===== config.mk =====
export PLATFORM = sky130hd
export DESIGN_NAME = lcd_read_fsm_flat
export DESIGN_NICKNAME = d
export VERILOG_FILES = /design/src/rtl/lcd_pkg.sv /design/src/rtl/lcd_read_fsm_if.sv /design/src/rtl/lcd_delay_counter.sv /design/src/rtl/lcd_read_fsm.sv /design/src/flat_wrapper.sv
export SDC_FILE = /design/constraint.sdc
export NUM_CORES = 1
export LEC_CHECK = 0
export BUFFER_PORTS_ARGS = -buffer_cell sky130_fd_sc_hd__buf_2
export CORE_MARGIN = 1
export CORE_UTILIZATION = 25
export DETAILED_ROUTE_END_ITERATION = 8
export PLACE_DENSITY_LB_ADDON = 0.2
export SYNTH_ARGS = -nofsm -noshare
export SYNTH_HDL_FRONTEND = slang
export SYNTH_SLANG_ARGS = --single-unit

===== constraint.sdc =====
create_clock -name clk -period 2.4 [get_ports clk]
set_input_delay 0 -clock clk [delete_from_list [all_inputs] [get_ports clk]]
set_output_delay 0 -clock clk [all_outputs]
set_load 0.02 [all_outputs]

===== src/rtl/lcd_pkg.sv =====
// Shared definitions for the character-LCD read and write/initialization paths.
// Holds the read FSM state encoding, register-select codes and default bus timing.
package lcd_pkg;

  typedef enum logic [2:0] {
    ST_IDLE  = 3'd0,
    ST_SETUP = 3'd1,
    ST_E1    = 3'd2,
    ST_HOLD1 = 3'd3,
    ST_GAP   = 3'd4,
    ST_E2    = 3'd5,
    ST_HOLD2 = 3'd6,
    ST_DONE  = 3'd7
  } lcd_rd_state_e;

  localparam logic RS_CMD  = 1'b0;
  localparam logic RS_DATA = 1'b1;

  // Cycle counts at a 50 MHz clock.
  localparam int LCD_SETUP_CYC  = 2;
  localparam int LCD_E_HIGH_CYC = 12;
  localparam int LCD_HOLD_CYC   = 1;
  localparam int LCD_GAP_CYC    = 50;
  localparam int LCD_CNT_W      = 8;

endpackage


===== src/rtl/lcd_read_fsm_if.sv =====
// Request/result handshake plus LCD pin group for the read engine.
// The requester and the pad side drive req/req_rs/SF_D_in; the engine drives everything else.
interface lcd_read_fsm_if;
  import lcd_pkg::*;

  logic       req;
  logic       req_rs;
  logic       ready;
  logic       valid;
  logic [7:0] data_out;
  logic       busy_flag;
  logic [6:0] addr;
  logic       bus_busy;
  logic       LCD_E;
  logic       LCD_RS;
  logic       LCD_RW;
  logic [3:0] SF_D_in;

  modport master (
    output req, req_rs, SF_D_in,
    input  ready, valid, data_out, busy_flag, addr, bus_busy, LCD_E, LCD_RS, LCD_RW
  );

  modport slave (
    input  req, req_rs, SF_D_in,
    output ready, valid, data_out, busy_flag, addr, bus_busy, LCD_E, LCD_RS, LCD_RW
  );

endinterface


===== src/rtl/lcd_delay_counter.sv =====
// Loadable down-counter used to time LCD bus phases; done is high while value is zero.
// Load wins over counting; the counter parks at zero until the next load.
module lcd_delay_counter #(
  parameter int CNT_W = 8
) (
  input  logic             clk,
  input  logic             reset,
  input  logic             load,
  input  logic [CNT_W-1:0] load_val,
  output logic [CNT_W-1:0] value,
  output logic             done
);

  always_ff @(posedge clk) begin
    if (!reset) begin
      value <= '0;
    end else if (load) begin
      value <= load_val;
    end else if (value != '0) begin
      value <= value - 1'b1;
    end
  end

  assign done = (value == '0);

endmodule


===== src/rtl/lcd_read_fsm.sv =====
// Two-nibble HD44780 read (high nibble first); result valid SETUP+2*E_HIGH+2*HOLD+GAP+1 cycles after accept.
// Requests are taken only in IDLE (ready=1); anything arriving while busy is dropped, not queued.
module lcd_read_fsm
  import lcd_pkg::*;
#(
  parameter int SETUP_CYC  = LCD_SETUP_CYC,
  parameter int E_HIGH_CYC = LCD_E_HIGH_CYC,
  parameter int HOLD_CYC   = LCD_HOLD_CYC,
  parameter int GAP_CYC    = LCD_GAP_CYC,
  parameter int CNT_W      = LCD_CNT_W
) (
  input  logic          clk,
  input  logic          reset,
  lcd_read_fsm_if.slave bus
);

  lcd_rd_state_e    state;
  lcd_rd_state_e    state_nxt;
  logic             cnt_load;
  logic [CNT_W-1:0] cnt_load_val;
  logic [CNT_W-1:0] cnt_value;
  logic             cnt_done;

  logic             lcd_e;
  logic             lcd_rs;
  logic             lcd_rw;
  logic             bus_busy;
  logic             valid;
  logic [7:0]       data_out;
  logic [3:0]       nib_hi;
  logic [3:0]       nib_lo;

  // Counter is loaded with (length-1) on entry so each timed state lasts exactly its length.
  function automatic logic [CNT_W-1:0] phase_len(input lcd_rd_state_e s);
    logic [CNT_W-1:0] len;
    len = '0;
    case (s)
      ST_SETUP:        len = CNT_W'(SETUP_CYC - 1);
      ST_E1, ST_E2:    len = CNT_W'(E_HIGH_CYC - 1);
      ST_HOLD1,
      ST_HOLD2:        len = CNT_W'(HOLD_CYC - 1);
      ST_GAP:          len = CNT_W'(GAP_CYC - 1);
      default:         len = '0;
    endcase
    return len;
  endfunction

  function automatic logic owns_bus(input lcd_rd_state_e s);
    return s inside {ST_SETUP, ST_E1, ST_HOLD1, ST_GAP, ST_E2, ST_HOLD2};
  endfunction

  always_comb begin
    state_nxt = state;
    case (state)
      ST_IDLE:  if (bus.req)  state_nxt = ST_SETUP;
      ST_SETUP: if (cnt_done) state_nxt = ST_E1;
      ST_E1:    if (cnt_done) state_nxt = ST_HOLD1;
      ST_HOLD1: if (cnt_done) state_nxt = ST_GAP;
      ST_GAP:   if (cnt_done) state_nxt = ST_E2;
      ST_E2:    if (cnt_done) state_nxt = ST_HOLD2;
      ST_HOLD2: if (cnt_done) state_nxt = ST_DONE;
      ST_DONE:                state_nxt = ST_IDLE;
      default:                state_nxt = ST_IDLE;
    endcase
  end

  // Every transition enters a different state, so a state change is the entry event.
  assign cnt_load     = (state_nxt != state);
  assign cnt_load_val = phase_len(state_nxt);

  lcd_delay_counter #(
    .CNT_W (CNT_W)
  ) u_delay (
    .clk      (clk),
    .reset    (reset),
    .load     (cnt_load),
    .load_val (cnt_load_val),
    .value    (cnt_value),
    .done     (cnt_done)
  );

  always_ff @(posedge clk) begin
    if (!reset) begin
      state    <= ST_IDLE;
      lcd_e    <= 1'b0;
      lcd_rs   <= RS_CMD;
      lcd_rw   <= 1'b0;
      bus_busy <= 1'b0;
      valid    <= 1'b0;
      data_out <= 8'h00;
      nib_hi   <= 4'h0;
      nib_lo   <= 4'h0;
    end else begin
      state    <= state_nxt;
      valid    <= 1'b0;
      lcd_e    <= (state_nxt == ST_E1) || (state_nxt == ST_E2);
      lcd_rw   <= owns_bus(state_nxt);
      bus_busy <= owns_bus(state_nxt);

      // RS only moves on accept and on entry to DONE, both with E low.
      if (state == ST_IDLE && bus.req) begin
        lcd_rs <= bus.req_rs;
      end else if (state_nxt == ST_DONE) begin
        lcd_rs <= RS_CMD;
      end

      if (state == ST_E1 && cnt_done) begin
        nib_hi <= bus.SF_D_in;
      end
      if (state == ST_E2 && cnt_done) begin
        nib_lo <= bus.SF_D_in;
      end
      if (state == ST_HOLD2 && cnt_done) begin
        data_out <= {nib_hi, nib_lo};
        valid    <= 1'b1;
      end
    end
  end

  assign bus.ready     = (state == ST_IDLE);
  assign bus.valid     = valid;
  assign bus.data_out  = data_out;
  assign bus.busy_flag = data_out[7];
  assign bus.addr      = data_out[6:0];
  assign bus.bus_busy  = bus_busy;
  assign bus.LCD_E     = lcd_e;
  assign bus.LCD_RS    = lcd_rs;
  assign bus.LCD_RW    = lcd_rw;

endmodule


===== src/flat_wrapper.sv =====
// flat-port wrapper written by rule: the top's interface ports become plain ports
module lcd_read_fsm_flat import lcd_pkg::*;
#(
  parameter int SETUP_CYC  = LCD_SETUP_CYC,
  parameter int E_HIGH_CYC = LCD_E_HIGH_CYC,
  parameter int HOLD_CYC   = LCD_HOLD_CYC,
  parameter int GAP_CYC    = LCD_GAP_CYC,
  parameter int CNT_W      = LCD_CNT_W
)
  (clk, reset, bus_req, bus_req_rs, bus_SF_D_in, bus_ready, bus_valid, bus_data_out, bus_busy_flag, bus_addr, bus_bus_busy, bus_LCD_E, bus_LCD_RS, bus_LCD_RW);
  lcd_read_fsm_if bus_i ();
  input  logic clk;
  input  logic reset;
  input wire logic [$bits(bus_i.req)-1:0] bus_req;
  input wire logic [$bits(bus_i.req_rs)-1:0] bus_req_rs;
  input wire logic [$bits(bus_i.SF_D_in)-1:0] bus_SF_D_in;
  output wire logic [$bits(bus_i.ready)-1:0] bus_ready;
  output wire logic [$bits(bus_i.valid)-1:0] bus_valid;
  output wire logic [$bits(bus_i.data_out)-1:0] bus_data_out;
  output wire logic [$bits(bus_i.busy_flag)-1:0] bus_busy_flag;
  output wire logic [$bits(bus_i.addr)-1:0] bus_addr;
  output wire logic [$bits(bus_i.bus_busy)-1:0] bus_bus_busy;
  output wire logic [$bits(bus_i.LCD_E)-1:0] bus_LCD_E;
  output wire logic [$bits(bus_i.LCD_RS)-1:0] bus_LCD_RS;
  output wire logic [$bits(bus_i.LCD_RW)-1:0] bus_LCD_RW;
  assign bus_i.req = bus_req;
  assign bus_i.req_rs = bus_req_rs;
  assign bus_i.SF_D_in = bus_SF_D_in;
  assign bus_ready = bus_i.ready;
  assign bus_valid = bus_i.valid;
  assign bus_data_out = bus_i.data_out;
  assign bus_busy_flag = bus_i.busy_flag;
  assign bus_addr = bus_i.addr;
  assign bus_bus_busy = bus_i.bus_busy;
  assign bus_LCD_E = bus_i.LCD_E;
  assign bus_LCD_RS = bus_i.LCD_RS;
  assign bus_LCD_RW = bus_i.LCD_RW;
  lcd_read_fsm #(.SETUP_CYC(SETUP_CYC), .E_HIGH_CYC(E_HIGH_CYC), .HOLD_CYC(HOLD_CYC), .GAP_CYC(GAP_CYC), .CNT_W(CNT_W)) u_core (.clk(clk), .reset(reset), .bus(bus_i));
endmodule

## Word-level counts from Yosys, hierarchy flattened

Index checks and enable logic that the tools add are counted.

| storage, ports and cells | value |
|---|---|
| register bits after elaboration | 31 |
| output and inout port bits | 22 |
| word-level logic and storage cells | 51 |

| cells by class | value |
|---|---|
| add/subtract/negate cells | 1 |
| equality and inequality tests | 15 |
| muxes and demuxes | 14 |
| reductions and logical operators | 12 |

Operators with widths:

| operator | number |
|---|---|
| == test 3 bit, second input constant | 8 |
| case mux 3 bit (8 select lines) | 1 |
| two-way mux 3 bit | 7 |
| case mux 6 bit (3 select lines) | 1 |
| two-way mux 8 bit | 2 |
| == test 3 x 2 -> 1 bit, second input constant | 4 |
| logical NOT 8 bit | 1 |
| nonzero test 8 bit | 1 |
| subtractor 8 x 1 -> 8 bit, second input constant | 1 |
| == test 3 x 1 -> 1 bit, second input constant | 2 |
| nonzero test 6 bit | 1 |
| logical AND 1 bit | 4 |
| nonzero test 2 bit | 2 |
| logical NOT 3 bit | 1 |
| two-way mux 1 bit | 3 |
| != test 3 bit | 1 |
| OR reduction 2 bit | 1 |
| logical OR 1 bit | 1 |

## Logic depth before layout (Yosys ltp)

| logic depth | value |
|---|---|
| word-level depth | 7 |
| depth in mapped cells | 8 |
| depth with buffers taken out | 6 |

## Hierarchy

From an unflattened synthesis, not the netlist that was laid out.

| unflattened totals | value |
|---|---|
| cells, all modules | 185 |
| area total of the unflattened synthesis | 1595.3 sq um |

Modules (own cells, without submodules):

| module | times used | cells each | area each (sq um) |
|---|---|---|---|
| lcd_read_fsm | 1 | 134 | 1137.3 |
| lcd_delay_counter | 1 | 51 | 457.9 |

## Worst setup path after synthesis

No wires, ideal clock.

| timing | value |
|---|---|
| kind | reg2reg |
| from | register u_core.u_delay.value[0] |
| to | register u_core.data_out[0] (netlist: u_core.bus.data_out[0]) |
| arrival | 1.722 ns |
| data required time | 2.284 ns |
| setup slack | 0.562 ns |
| stages on the path, launching flop included | 9 |
| buffers on the path | 2 |
| path through | dfxtp_1 inv_1 ha_1 or3b_1 buf_6 nor4_2 buf_4 mux2i_1 nor2b_1 |

| on the way | value |
|---|---|
| longest elaborated chain between the ends | 2 |

Ends and longest elaborated chain:

| element | line | text |
|---|---|---|
| start, declared | lcd_delay_counter.sv:10 | `output logic [CNT_W-1:0] value,` |
| start signal, assigned | lcd_delay_counter.sv:18 | `value <= load_val;` |
| start signal, assigned | lcd_delay_counter.sv:20 | `value <= value - 1'b1;` |
| logical NOT 8 bit | lcd_delay_counter.sv:24 | `assign done = (value == '0);` |
| logical AND 1 bit | lcd_read_fsm.sv:113 | `if (state == ST_HOLD2 && cnt_done) begin` |
| end signal, assigned | lcd_read_fsm.sv:114 | `data_out <= {nib_hi, nib_lo};` |
| end, declared | lcd_read_fsm.sv:29 | `logic [7:0] data_out;` |

No other way between the ends.
A chain may end at the register's enable or synchronous reset.

## Worst setup path in the final report

Ends and elaborated chain as after synthesis.

==> run metrics <==
hold path depth 3; Worst Setup End Kind flip-flop; PwrDens between 1000 and 1500 nW/um^2; VDD IR max 298 uV; Commonest cells post-synth dfxtp_1 (31), nor2b_1 (20), mux2i_1 (16); die height ~82 um; hold path start bus_SF_D_in[1]; Mean Syn Cell Area 9.26 um^2; WS Path Type reg2reg; Synth area leaders dfxtp_1 (39%), mux2i_1 (9.9%), nor2b_1 (7.8%); DIE WIDTH 82.3 um; initial antenna violation count 0; IO Port Bufs 29; Required @ worst endpoint 2580 ps; CP Buf/Inv Count 2; Starting Density 26.6%; ys async rst share 0%; Yosys cell types 44; RSZ-0062 raised after global routing no; CTS Buf Count 5; Synth Net Count 183; reg2reg end u_core.bus.data_out[0]$_SDFFE_PN0P_; sequential-to-total area share from yosys stat 38.5%; drt total wl 3.40 mm; Max transition margin 50.2%; die area about 6800 um^2; top-count cell post-synth dfxtp_1; vias in the first global route 1,138; first-pass GRT wire length 5.60 mm; gr ovfl total 0; Routed Antenna Nets 0; share of layout cells above drive strength 1 around 27%; Final Wtd Congestion about 0.76; startpoint types flip-flop; fin crit share between 80 and 90%; predominant post-synthesis flop cell dfxtp_1; Fin. Hold Viols 0; gr usage total 11.4%; sw frac 42.0%; Int Power 0.00118 W; CP max-delay cell or3b_1; clock power share slightly below 20%; Seq cells post-synth 31; Vias 1,253; Clk Tree Root Cell clkbuf_8; Core Util, Final 31.1%; Post-synth EDFFs 0; TritonCTS clock tree done; drt first pass iters 5; Worst Path Arrival 2210 ps; Final Slew Violations 0; Seq pwr share 35.2%; static leakage a little over 0.7 nW; Total Neg Setup Slack 0 ps; CTS Buffer Depth 2; f_max a little under 500 MHz; WL/cell ~12 um; CP max stage delay 520 ps; clock slew at reported path FFs about 70 ps; IO Count 30; largest net degree at the start of global routing 29; Worst Hold End u_core.nib_hi[1]$_SDFFE_PN0P_; Switch Pwr 0.000851 W; Min-Delay Path Class in2reg; Detailed Place HPWL between 2 and 2.5 mm; Via-to-Cell Ratio between 4 and 5; H-tree levels 2; CP max FO 10; worst r2r src u_core.u_delay.value[0]$_SDFFE_PN0P_; Max Cap Viol 0; Iteration-0 DRC Markers 65; Post-CTS Setup Inserts 0; mapped cell area 1610 um^2; Yosys warning count 0; nets@finish 207; clk_lat worst skew approximately 280 ps; Clock Sink Count 31; clock skew between 4 and 5 ps; Worst Tran Pin Value between 700 and 800 ps; reg2reg setup slack 370 ps; worst path cell trace inv_1, ha_1, or3b_1, nor4_2, buf_4, mux2i_1, nor2b_1; DRC violations left 0; Post-CTS Resized 0; status finished, final reports clean; Worst R2R Path Depth 7; floorplan row count 28; share of the synthesized area in the top cell type between 30% and 40%; Synth-to-Final Area Change 16.9%; Gate power share 45.0%; total core area 6060 um^2; Gate Count Post-Synth 174; post-synth top area cell dfxtp_1; Tmin final just over 2000 ps; critical path's top delay family simple AND/OR/NAND/NOR gates; n_diodes 0; # setup viols final 0
## stage by stage
stage,total power [W],hold WS (ps),area [um^2],setup slack [ps],cells
global route,0.00220,31.9,1880,213,274
detailed placement,0.00164,265,1770,363,263
floorplan,0.00135,161,1610,562,174
CTS,0.00205,4.40,1880,346,274
global placement,0.00165,266,1770,383,263
finish,0.00203,0.769,1880,372,274
## placed cells by master, fill, tap and decap left out, types with 2 or more instances in the layout
cell           instances
dfxtp_1               31
buf_2                 29
nor2b_1               20
mux2i_1               16
o21ai_0                8
nand2_1                8
nor2_1                 6
buf_4                  6
clkbuf_8               5
inv_1                  4
a21oi_1                4
nand3_1                4
nor3_1                 3
or3_1                  3
nand3b_1               3
o31ai_1                3
and2_1                 3
a31oi_1                3
clkinv_2               3
dlygate4sd3_1          3
nor3_2                 2
nor4_1                 2
xnor2_1                2
nor4b_1                2
a2bb2oi_1              2
nor4_4                 2
nand4_1                2
o211ai_1               2
a21boi_0               2
## cell families after synthesis
family | count (synthesis) | synth area share [%]
AOI/OAI and AO/OA | 29 | 11.8
xor gates and xnor gates | 2 | 1.09
adders and majority gates | 1 | 0.776
buffers and inverters | 25 | 8.69
DFF | 31 | 38.5
muxes | 16 | 9.94
and+or+nand+nor | 70 | 29.2
## power by group through the flow
| stage | Sequential, W | Combinational, W | Clock, W |
|---|---|---|---|
| after detailed placement | 0.000725 | 0.000910 | 0 |
| after global placement | 0.000724 | 0.000924 | 0 |
| after CTS | 0.000714 | 0.000918 | 0.000420 |
| final | 0.000714 | 0.000913 | 0.000401 |
| after global routing | 0.000728 | 0.00102 | 0.000451 |
| after floorplan | 0.000665 | 0.000681 | 0 |
## worst min-delay path, delay by kind of cell
family / cells / cell delay [ps]
and+or+nand+nor: 1 / 100
muxes: 1 / 60
buffers and inverters: 1 / 90
## timing repair
action	in CTS	in global routing
setup endpoints to repair	0	0
hold endpoints to repair	4	0
hold buffers	3	0
## cell type report
type,count,area (um^2)
inverter,4,15.0
fill,647,4180
multi-input combinational,118,851
sequential,31,621
clock buffer,5,68.8
timing repair buffer,38,220
tap,75,93.8
clock inverter,3,15.0
## worst max-delay path by stage
stage | start | endpoint | slack (ps) | cells after the start
2_1_floorplan | u_core.u_delay.value[0]$_SDFFE_PN0P_ | u_core.bus.data_out[0]$_SDFFE_PN0P_ | 560 | 8
3_3_place_gp | u_core.u_delay.value[0]$_SDFFE_PN0P_ | u_core.bus.data_out[1]$_SDFFE_PN0P_ | 380 | 7
3_5_place_dp | u_core.u_delay.value[0]$_SDFFE_PN0P_ | u_core.bus.data_out[5]$_SDFFE_PN0P_ | 360 | 7
4_1_cts | u_core.u_delay.value[0]$_SDFFE_PN0P_ | u_core.bus.data_out[0]$_SDFFE_PN0P_ | 350 | 7
5_1_grt | u_core.u_delay.value[0]$_SDFFE_PN0P_ | u_core.bus.data_out[3]$_SDFFE_PN0P_ | 210 | 7
6_report | u_core.u_delay.value[0]$_SDFFE_PN0P_ | u_core.bus.data_out[0]$_SDFFE_PN0P_ | 370 | 7
## sequential cells by signal, summed over array words and instances (netlist names)
| name | count |
|---|---|
| u_core.bus.data_out | 8 |
| u_core.u_delay.value | 8 |
| u_core.nib_hi | 4 |
| u_core.nib_lo | 4 |
| u_core.state | 3 |
| u_core.bus.LCD_E | 1 |
| u_core.bus.LCD_RS | 1 |
| u_core.bus.LCD_RW | 1 |
| u_core.bus.valid | 1 |
## metal layers
metal | track usage (%) | wire, um | up-vias
li1 | - | - | 655
met1 | 15.9 | 1810 | 572
met2 | 15.2 | 1410 | 24
met3 | 4.40 | 140 | 2
met4 | 5.26 | 41 | 0
met5 | 0 | 0 | -
No activity file was read; power rests on OpenSTA's default activity.
